===== src/rtl/multimode_shift_reg_pkg.sv =====
// Shared definitions for the multimode shift register: operation encodings and FSM states.
package multimode_shift_reg_pkg;

    localparam logic [2:0] MODE_HOLD  = 3'b000;
    localparam logic [2:0] MODE_SHR   = 3'b001;
    localparam logic [2:0] MODE_SHL   = 3'b010;
    localparam logic [2:0] MODE_LOAD  = 3'b011;
    localparam logic [2:0] MODE_ROR   = 3'b100;
    localparam logic [2:0] MODE_ROL   = 3'b101;
    localparam logic [2:0] MODE_ASR   = 3'b110;
    localparam logic [2:0] MODE_BURST = 3'b111;

    typedef enum logic {
        StIdle,
        StBusy
    } state_e;

    // Bit counter width; a 2-bit register still needs one counter bit.
    function automatic int unsigned cnt_width(input int unsigned width);
        return (width <= 2) ? 1 : $clog2(width);
    endfunction

endpackage


===== src/rtl/multimode_shift_reg_if.sv =====
// Operation, parallel and serial-handshake signals of the multimode shift register.
interface multimode_shift_reg_if #(
    parameter int unsigned WIDTH  = 8,
    parameter int unsigned STEP_W = 3
) ();

    logic              en;
    logic [2:0]        mode;
    logic [STEP_W-1:0] amt;
    logic [WIDTH-1:0]  p_din;
    logic              s_left_din;
    logic              s_right_din;
    logic              ser_ready;
    logic              abort;
    logic [WIDTH-1:0]  p_dout;
    logic              s_left_dout;
    logic              s_right_dout;
    logic              ser_dout;
    logic              ser_valid;
    logic              busy;
    logic              done;

    modport master (
        output en, mode, amt, p_din, s_left_din, s_right_din, ser_ready, abort,
        input  p_dout, s_left_dout, s_right_dout, ser_dout, ser_valid, busy, done
    );

    modport slave (
        input  en, mode, amt, p_din, s_left_din, s_right_din, ser_ready, abort,
        output p_dout, s_left_dout, s_right_dout, ser_dout, ser_valid, busy, done
    );

endinterface


===== src/rtl/multimode_shift_reg_shift_rotate_unit.sv =====
// Combinational shifter: next register value for the shift, rotate and arithmetic-shift modes.
module shift_rotate_unit
    import multimode_shift_reg_pkg::*;
#(
    parameter int unsigned WIDTH  = 8,
    parameter int unsigned STEP_W = 3
) (
    input  logic [WIDTH-1:0]  data,
    input  logic [STEP_W-1:0] amt,
    input  logic [2:0]        mode,
    input  logic              fill_left,
    input  logic              fill_right,
    output logic [WIDTH-1:0]  result
);

    int unsigned        shamt;
    int unsigned        rot;
    logic               fill_r;
    logic [2*WIDTH-1:0] wide;

    always_comb begin
        // Saturating at WIDTH pushes the whole word out, leaving only fill bits.
        shamt = 32'(amt);
        if (shamt > WIDTH) begin
            shamt = WIDTH;
        end
        rot    = 32'(amt) % WIDTH;
        fill_r = (mode == MODE_ASR) ? data[WIDTH-1] : fill_right;
        wide   = '0;
        result = data;
        case (mode)
            MODE_SHR, MODE_ASR: begin
                wide   = {{WIDTH{fill_r}}, data} >> shamt;
                result = wide[WIDTH-1:0];
            end
            MODE_SHL: begin
                wide   = {data, {WIDTH{fill_left}}} << shamt;
                result = wide[2*WIDTH-1:WIDTH];
            end
            MODE_ROR: begin
                wide   = {data, data} >> rot;
                result = wide[WIDTH-1:0];
            end
            MODE_ROL: begin
                wide   = {data, data} << rot;
                result = wide[2*WIDTH-1:WIDTH];
            end
            default: result = data;
        endcase
    end

endmodule


===== src/rtl/multimode_shift_reg.sv =====
// Multimode shift register: shifts, rotates, parallel load and a handshaked LSB-first burst-out.
module multimode_shift_reg
    import multimode_shift_reg_pkg::*;
#(
    parameter int unsigned WIDTH  = 8,
    parameter int unsigned STEP_W = 3
) (
    input logic                    clk,
    input logic                    rst,
    multimode_shift_reg_if.slave   bus
);

    localparam int unsigned     CntW    = cnt_width(WIDTH);
    localparam logic [CntW-1:0] LastBit = CntW'(WIDTH - 1);

    state_e           state_q;
    logic [WIDTH-1:0] data_q;
    logic [CntW-1:0]  cnt_q;
    logic             done_q;
    logic [WIDTH-1:0] sru_result;

    shift_rotate_unit #(
        .WIDTH  (WIDTH),
        .STEP_W (STEP_W)
    ) u_sru (
        .data       (data_q),
        .amt        (bus.amt),
        .mode       (bus.mode),
        .fill_left  (bus.s_left_din),
        .fill_right (bus.s_right_din),
        .result     (sru_result)
    );

    always_ff @(posedge clk) begin
        if (rst) begin
            state_q <= StIdle;
            data_q  <= '0;
            cnt_q   <= '0;
            done_q  <= 1'b0;
        end else begin
            done_q <= 1'b0;
            case (state_q)
                StIdle: begin
                    if (bus.en) begin
                        case (bus.mode)
                            MODE_HOLD: ;
                            MODE_LOAD: data_q <= bus.p_din;
                            MODE_BURST: begin
                                data_q  <= bus.p_din;
                                cnt_q   <= '0;
                                state_q <= StBusy;
                            end
                            default: data_q <= sru_result;
                        endcase
                    end
                end
                StBusy: begin
                    // Abort beats a same-cycle ready: the word is left exactly as it was.
                    if (bus.abort) begin
                        state_q <= StIdle;
                    end else if (bus.ser_ready) begin
                        data_q <= {bus.s_right_din, data_q[WIDTH-1:1]};
                        if (cnt_q == LastBit) begin
                            state_q <= StIdle;
                            done_q  <= 1'b1;
                        end else begin
                            cnt_q <= cnt_q + 1'b1;
                        end
                    end
                end
                default: state_q <= StIdle;
            endcase
        end
    end

    assign bus.p_dout       = data_q;
    assign bus.s_left_dout  = data_q[WIDTH-1];
    assign bus.s_right_dout = data_q[0];
    assign bus.busy         = (state_q == StBusy);
    assign bus.ser_valid    = (state_q == StBusy);
    assign bus.ser_dout     = (state_q == StBusy) & data_q[0];
    assign bus.done         = done_q;

endmodule


===== src/flat_wrapper.sv =====
// flat-port wrapper written by rule: the top's interface ports become plain ports
module multimode_shift_reg_flat import multimode_shift_reg_pkg::*;
#(
    parameter int unsigned WIDTH  = 8,
    parameter int unsigned STEP_W = 3
)
  (clk, rst, bus_en, bus_mode, bus_amt, bus_p_din, bus_s_left_din, bus_s_right_din, bus_ser_ready, bus_abort, bus_p_dout, bus_s_left_dout, bus_s_right_dout, bus_ser_dout, bus_ser_valid, bus_busy, bus_done);
  multimode_shift_reg_if #(.WIDTH(WIDTH), .STEP_W(STEP_W)) bus_i ();
  input logic clk;
  input logic rst;
  input wire logic [$bits(bus_i.en)-1:0] bus_en;
  input wire logic [$bits(bus_i.mode)-1:0] bus_mode;
  input wire logic [$bits(bus_i.amt)-1:0] bus_amt;
  input wire logic [$bits(bus_i.p_din)-1:0] bus_p_din;
  input wire logic [$bits(bus_i.s_left_din)-1:0] bus_s_left_din;
  input wire logic [$bits(bus_i.s_right_din)-1:0] bus_s_right_din;
  input wire logic [$bits(bus_i.ser_ready)-1:0] bus_ser_ready;
  input wire logic [$bits(bus_i.abort)-1:0] bus_abort;
  output wire logic [$bits(bus_i.p_dout)-1:0] bus_p_dout;
  output wire logic [$bits(bus_i.s_left_dout)-1:0] bus_s_left_dout;
  output wire logic [$bits(bus_i.s_right_dout)-1:0] bus_s_right_dout;
  output wire logic [$bits(bus_i.ser_dout)-1:0] bus_ser_dout;
  output wire logic [$bits(bus_i.ser_valid)-1:0] bus_ser_valid;
  output wire logic [$bits(bus_i.busy)-1:0] bus_busy;
  output wire logic [$bits(bus_i.done)-1:0] bus_done;
  assign bus_i.en = bus_en;
  assign bus_i.mode = bus_mode;
  assign bus_i.amt = bus_amt;
  assign bus_i.p_din = bus_p_din;
  assign bus_i.s_left_din = bus_s_left_din;
  assign bus_i.s_right_din = bus_s_right_din;
  assign bus_i.ser_ready = bus_ser_ready;
  assign bus_i.abort = bus_abort;
  assign bus_p_dout = bus_i.p_dout;
  assign bus_s_left_dout = bus_i.s_left_dout;
  assign bus_s_right_dout = bus_i.s_right_dout;
  assign bus_ser_dout = bus_i.ser_dout;
  assign bus_ser_valid = bus_i.ser_valid;
  assign bus_busy = bus_i.busy;
  assign bus_done = bus_i.done;
  multimode_shift_reg #(.WIDTH(WIDTH), .STEP_W(STEP_W)) u_core (.clk(clk), .rst(rst), .bus(bus_i));
endmodule

===== config.mk =====
export PLATFORM = sky130hd
export DESIGN_NAME = multimode_shift_reg_flat
export DESIGN_NICKNAME = d
export VERILOG_FILES = /design/src/rtl/multimode_shift_reg_pkg.sv /design/src/rtl/multimode_shift_reg_if.sv /design/src/rtl/multimode_shift_reg_shift_rotate_unit.sv /design/src/rtl/multimode_shift_reg.sv /design/src/flat_wrapper.sv
export SDC_FILE = /design/constraint.sdc
export NUM_CORES = 1
export LEC_CHECK = 0
export CORE_MARGIN = 5
export CORE_UTILIZATION = 47
export CTS_CLUSTER_DIAMETER = 150
export DETAILED_ROUTE_END_ITERATION = 8
export MAX_ROUTING_LAYER = met4
export PLACE_DENSITY = 0.82
export RECOVER_POWER = 25
export SYNTH_ARGS = -nofsm -noshare
export SYNTH_HDL_FRONTEND = slang
export SYNTH_SLANG_ARGS = --single-unit

===== constraint.sdc =====
create_clock -name clk -period 2.4 [get_ports clk]
set_input_delay 0.72 -clock clk [delete_from_list [all_inputs] [get_ports clk]]
set_output_delay 0.72 -clock clk [all_outputs]
set_load 0.02 [all_outputs]

==> impl_results.md, run 1 <==
* Fill cell total of the finished layout at 270
* Core Footprint at 3390 um^2
* Finished Core Util at 0.699
* Die H at 69.8 um
* HP Class: reg -> reg
* Pwr dens at 359 nW/um^2
* Area taken by multi-input logic gates at 1300 um^2
* Comb pwr share at 0.522
* Synth Register Bits at 13
* Synth cell types at 54
* Clock slew at reported path FFs at 0.08 ns
* Most used DFF post-synth: dfxtp_1
* IO buf count at 34
* Clock Sinks at 13
* Hold_sp: u_core.cnt_q[1]
* Number of synthesized flops with an enable pin at 0
* Max FO, Critical Path at 8
* Initial antenna violation count at 0
* First-pass GRT wire length at 9710 um
* Unrepaired setup endpoints after global routing: no
* Crit Path Class: in -> reg
* Cell taking the most area after synthesis: dfxtp_1
* Hold path endpoint: u_core.cnt_q[1]
* Root Buffer Master: clkbuf_4
* Via count at 2084
* Reg area at 260 um^2
* GP Congestion at 1.01
* Reg2reg start: u_core.bus.busy
* Placed cell count at 337
* Synth warn at 0
* WHS at 0.457 ns
* Clock Latency Late Sink at 0.28 ns
* Syn Std Cell Area at 1680 um^2
* DP Wirelength at 4500 um
* Syn_nets at 254
* Register area share after synthesis at 0.155
* CTS Buffer Depth at 2
* TritonCTS Buffers at 3
* Fin cells at 341
* Setup TNS at 0 ns
* Crit path DAT at 2.53 ns
* Final nets at 319
* Initial Utilization at 0.496
* Final hold violations at 0
* Top-area cell type share of the netlist area at 0.155
* Post-CTS Setup Repair Bufs at 0
* Clk_skew at 0.00197 ns
* ANT cells at 0
* DR iter-0 viols at 161
* GRT Util Overall at 0.245
* Share of layout cells above drive strength 1 at 0.224
* Max rail drop VDD at 190 uV
* Dominant cells by area after synthesis: dfxtp_1 15%, mux2i_1 7.7%, a21oi_1 5.7%
* R2R setup slack at 0.41 ns
* ANT nets after route at 0
* Internal at 0.000522 W
* Fmax at 434 MHz
* Clk pwr share at 0.164
* Fin crit period at 2.31 ns
* Outcome: complete, no violations
* Layout area overhead at 41.0%
* Drt first pass iters at 4
* Residual DRC at 0
* Via density at 6.11
* Final WS setup at 0.0943 ns
* Vias in the first global route at 2016
* Worst hold path depth at 2
* Max-Cap Viols at 0
* Fin crit share at 0.961
* LEAKAGE at 0.972 nW
* Overflow after GRT at 0
* Final setup violation count at 0
* Synthesized area per cell at 7.27 um^2
* FFs w/ async S/R, synth at 0
* Sw Ratio at 0.387
* Worst Reg-to-Reg Cells at 7
* Slew of the pin with the lowest slew margin at 0.426 ns
* Worst R2R End: u_core.bus.p_dout[1]
* Worst EP required at 2.63 ns
* Critical path's largest stage delay at 0.42 ns
* Kind of start point of the critical path: input pin
* Setup WS pre-CTS at -0.480 ns
* Die Wd at 69.8 um
* WL/cell at 17.0 um
* Slew Limit Headroom at 0.709
* CTS tree: built
* Fraction of power consumed by sequential logic at 0.315
* Largest net degree at the start of global routing at 21
* Io pins at 35
* Die Area at 4870 um^2
* Syn Inst Count at 231
* Critical Path, Cell by Cell: dlygate4sd2_1, or3b_4, or3_1, a221oi_1, a21boi_1, o221a_1
* FP Rows at 21
* CP max-delay cell: or3b_4
* Switch Pwr at 0.000329 W
* # H-tree levels at 1
* Drt total wl at 5780 um
* Fin. max-slew vios at 0
* Crit end category: flop
## per-stage QoR
stage               area, um^2  total power, W
finish                    2370        0.000851
global route              2370        0.000902
CTS                       2370        0.000843
detailed placement        2330        0.000703
global placement          2330        0.000695
floorplan                 1680        0.000506
## worst max-delay path, delay by kind of cell
kind                   cells  cell delay, ns
AOI/OAI and AO/OA          3            0.68
and+or+nand+nor            2            0.80
buffers and inverters      1            0.33
## metal layers
| layer | vias to the layer above | global-route usage | part of all wire |
|---|---|---|---|
| met5 | - | - | 0 |
| met4 | 0 | 0.0957 | 0.030 |
| met3 | 18 | 0.0551 | 0.084 |
| met2 | 103 | 0.375 | 0.46 |
| met1 | 960 | 0.311 | 0.43 |
| li1 | 1003 | - | - |
## final cells by class
class                           count  share of cell area
Timing Repair Buffer               82               0.298
Tap cell                           46              0.0243
Clock buffer                        4              0.0111
Sequential cell                    13               0.110
Inverter                            5             0.00845
Multi-Input combinational cell    191               0.548
## layout by cell type (no fill, tap or decap), types with 5 or more instances in the layout
| cell | n |
|---|---|
| buf_4 | 44 |
| clkdlybuf4s50_1 | 28 |
| nor2_1 | 22 |
| nand2_1 | 21 |
| a21oi_1 | 19 |
| o21ai_0 | 14 |
| mux2i_1 | 13 |
| dfxtp_1 | 13 |
| o211ai_1 | 9 |
| mux2_2 | 7 |
| a211oi_1 | 6 |
| and2_1 | 5 |
| o21ai_1 | 5 |
## registers in the layout, summed over array words and instances, names as in the netlist
signal             cells
u_core.bus.busy        1
u_core.bus.done        1
u_core.bus.p_dout      8
u_core.cnt_q           3
## synth_stat cells, types with 4 or more instances
library cell	instances
a2111oi_0	4
mux2i_1	13
a21oi_1	19
o21ai_0	15
nand3_1	4
nor2_1	22
mux2_2	7
nor2b_1	4
buf_2	5
nand2_1	21
clkbuf_1	9
inv_1	4
dfxtp_1	13
and2_1	6
buf_4	4
a211oi_1	6
o211ai_1	9
o21ai_1	4
## power by group through the flow
stage	clock network, W	registers (W)	logic, W
finish	0.000139	0.000268	0.000444
global route	0.000156	0.000269	0.000477
CTS	0.000142	0.000266	0.000435
detailed placement	0	0.000270	0.000433
global placement	0	0.000270	0.000425
floorplan	0	0.000276	0.000230
## timing repair
item / CTS / global route
endpoints found under the setup margin: 7 / 5
hold buffers: 0 / 0
hold endpoints to repair: 0 / 0
resized for setup: 10 / 3
## cell families (layout without fill, tap and decap cells)
group                      Yosys count  in the layout  synth area share
and+or+nand+nor                     82             82             0.249
buffers and inverters               27             91            0.0819
muxes                               24             24             0.165
adders and majority gates            2              2            0.0149
DFF                                 13             13             0.155
AOI/OAI and AO/OA                   83             83             0.335
## worst max path at each step
stage | slack [ns] | to | from | cells past startpoint
floorplan | 0.12 | u_core.bus.p_dout[4] | bus_mode[0] | 6
global placement | -0.39 | u_core.bus.p_dout[4] | bus_mode[2] | 6
detailed placement | -0.48 | u_core.bus.p_dout[4] | bus_mode[2] | 6
CTS | 0.0002 | u_core.bus.p_dout[5] | bus_amt[1] | 5
global route | 0.0009 | u_core.bus.p_dout[5] | bus_mode[2] | 7
finish | 0.09 | u_core.bus.p_dout[4] | bus_mode[2] | 6
No activity file was read; power rests on OpenSTA's default activity.
==> run 2: changes to the inputs <==
- CTS_CLUSTER_DIAMETER: 150 -> 200
==> results of run 2 <==
No change in the layout: final DEF, timing and power equal those of run 1.
==> run 3: changes to the inputs <==
- ABC_CLOCK_PERIOD_IN_PS: default -> 2400
- CORE_MARGIN: 5 -> 8
- REMOVE_ABC_BUFFERS: default -> 1
==> run 3 against run 2 <==
Power increased by 6.9%. Non-clock buffer count increased by 14. Sequential share of layout area decreased by 0.45 points. Count of clock-buffer cells in the layout unchanged. Largest power group unchanged. Sequential power about the same. Worst hold slack improved by 0.0025 ns. Sequential cell count unchanged. Clock power increased by 10%. First-iteration DRC count increased by 40%. Register-to-register slack about the same. Die area increased by 18%.
==> impl_results.md, run 3 (same netlist as run 1, synthesis figures left out) <==
* Crit Path Class: in -> reg
* Overflow after GRT at 0 (unchanged)
* Layout area overhead at 47.7%
* Fill cell total of the finished layout at 269 (-0.37%)
* Die Wd at 75.8 um (+8.6%)
* Final setup violation count at 0 (unchanged)
* Outcome: complete, no violations
* # H-tree levels at 1 (unchanged)
* Area taken by multi-input logic gates at 1310 um^2 (+1.3%)
* Slew of the pin with the lowest slew margin at 0.490 ns (+0.0644 ns)
* FP Rows at 21 (unchanged)
* ANT nets after route at 0 (unchanged)
* Reg area at 262 um^2 (+0.48%)
* Max FO, Critical Path at 4 (-4)
* First-pass GRT wire length at 9990 um (+2.9%)
* Worst EP required at 2.64 ns (about the same)
* Fin crit period at 2.35 ns (+0.0461 ns)
* Core Footprint at 3390 um^2 (unchanged)
* CP Launch Point: bus_mode[1]
* WL/cell at 18.2 um (+7.4%)
* Clock Sinks at 13 (unchanged)
* IO buf count at 34 (unchanged)
* Drt first pass iters at 5 (+1)
* Reg2reg start: u_core.bus.p_dout[7]
* Clock Latency Late Sink at 0.29 ns (about the same)
* Setup TNS at 0 ns (unchanged)
* DP Wirelength at 4950 um (+10%)
* Placed cell count at 349 (+3.6%)
* Initial antenna violation count at 0 (unchanged)
* TritonCTS Buffers at 3 (unchanged)
* GP Congestion at 0.950 (-6.1%)
* Crit path DAT at 2.59 ns (+0.06 ns)
* HP Class: reg -> reg
* WHS at 0.459 ns (+0.00253 ns)
* Final nets at 333 (+4.4%)
* Most frequent cells in the layout: 58 x buf_4, 27 x clkdlybuf4s50_1, 22 x nor2_1
* Fmax at 425 MHz (-2.0%)
* Number of hold buffers added after cts at 0 (unchanged)
* Max rail drop VDD at 209 uV (+10%)
* ANT cells at 0 (unchanged)
* Worst setup endpoint: u_core.bus.p_dout[4]
* Via count at 2170 (+4.1%)
* R2R setup slack at 0.41 ns (about the same)
* CTS Buffer Depth at 2 (unchanged)
* Final hold violations at 0 (unchanged)
* Kind of start point of the critical path: input pin
* Critical Path, Cell by Cell: dlygate4sd2_1, and3b_2, buf_4, o211ai_1, o21ai_1, mux4_2, a21boi_2, o221a_1
* DR iter-0 viols at 226 (+40%)
* Flip-flop count of the largest register after layout at 8 (unchanged)
* Fin. max-slew vios at 0 (unchanged)
* Clock slew at reported path FFs at 0.09 ns (about the same)
* Drt total wl at 6460 um (+12%)
* Delay-heaviest family, CP: compound AO/OA/AOI/OAI gates
* Vias in the first global route at 2053 (+1.8%)
* Critical path depth at 8 (+2)
* Via density at 6.11 (about the same)
* Slew Limit Headroom at 0.670 (-0.0390)
* Io pins at 35 (unchanged)
* CP max-delay cell: mux4_2
* Critical path's largest stage delay at 0.49 ns (+0.07 ns)
* Unrepaired setup endpoints after global routing: no
* Residual DRC at 0 (unchanged)
* Die H at 75.8 um (+8.6%)
* GRT Util Overall at 0.233 (-0.0121)
* Pwr dens at 367 nW/um^2 (+2.1%)
* Commonest non-fill, non-tap cell in the layout: buf_4
* Die Area at 5740 um^2 (+18%)
* Share of layout cells above drive strength 1 at 0.285 (+0.0611)
* WP buf/inv at 2 (+1)
* Fin crit share at 0.980 (+0.0192)
* CTS tree: built
* Largest net degree at the start of global routing at 16 (-24%)
* Crit end category: flop
* Root Buffer Master: clkbuf_4
* Worst R2R End: u_core.bus.p_dout[6]
* Worst Reg-to-Reg Cells at 6 (-1)
* Clk_skew at 0.00825 ns (+0.00627 ns)
* Max-Cap Viols at 0 (unchanged)
* Fin cells at 355 (+4.1%)
* Initial Utilization at 0.496 (unchanged)
* LEAKAGE at 1.04 nW (+7.5%)
run 3: how the worst min path moves through the flow:
stage / from / end / depth (start not counted)
after floorplan: u_core.cnt_q[1] / u_core.cnt_q[1] / 2
after global placement: u_core.cnt_q[2] / u_core.cnt_q[2] / 2
after detailed placement: u_core.cnt_q[1] / u_core.cnt_q[1] / 2
after CTS: u_core.cnt_q[2] / u_core.cnt_q[2] / 2
after global routing: u_core.cnt_q[2] / u_core.cnt_q[2] / 2
final: u_core.cnt_q[2] / u_core.cnt_q[2] / 2
run 3: tightest hold or removal path: stages, from the launching register on:
cell     delay (ns)
dfxtp_1        0.32
nand2_1        0.05
a21oi_1        0.05
run 3: cell type report:
type | count | area share
multi-input combinational | 191 | 0.530
timing repair buffer | 96 | 0.324
sequential | 13 | 0.105
tap | 46 | 0.0232
clock buffer | 4 | 0.0106
inverter | 5 | 0.00756
run 3: repair_timing:
action                     in CTS  in global routing
setup buffers                   1                  1
resized for setup              12                 12
setup endpoints to repair       8                  7
pin swaps                       2                  3
run 3: layer usage:
metal  GRT usage  wire, um  vias to the layer above
met3      0.0526       655                       10
met1       0.307      2890                     1006
met5           -         0                        -
li1            -         -                     1024
met2       0.348      2800                      130
met4      0.0554       127                        0
run 3: report_power, final:
| part | leakage (nW) | internal (W) | switching, W |
|---|---|---|---|
| clock | 0.0150 | 0.0000647 | 0.0000882 |
| combinational | 0.922 | 0.000255 | 0.000237 |
| sequential | 0.107 | 0.000231 | 0.0000345 |
| total | 1.04 | 0.000551 | 0.000360 |
run 3: stage by stage:
step                power (W)  cell area [um^2]   util  worst slack [ns]
floorplan            0.000469              1560      -            -0.131
CTS                  0.000889              2460  0.726            0.0332
global route         0.000952              2480  0.732           0.00942
detailed placement   0.000737              2410  0.711            -0.614
finish               0.000910              2480  0.732            0.0483
global placement     0.000735              2410  0.711            -0.602
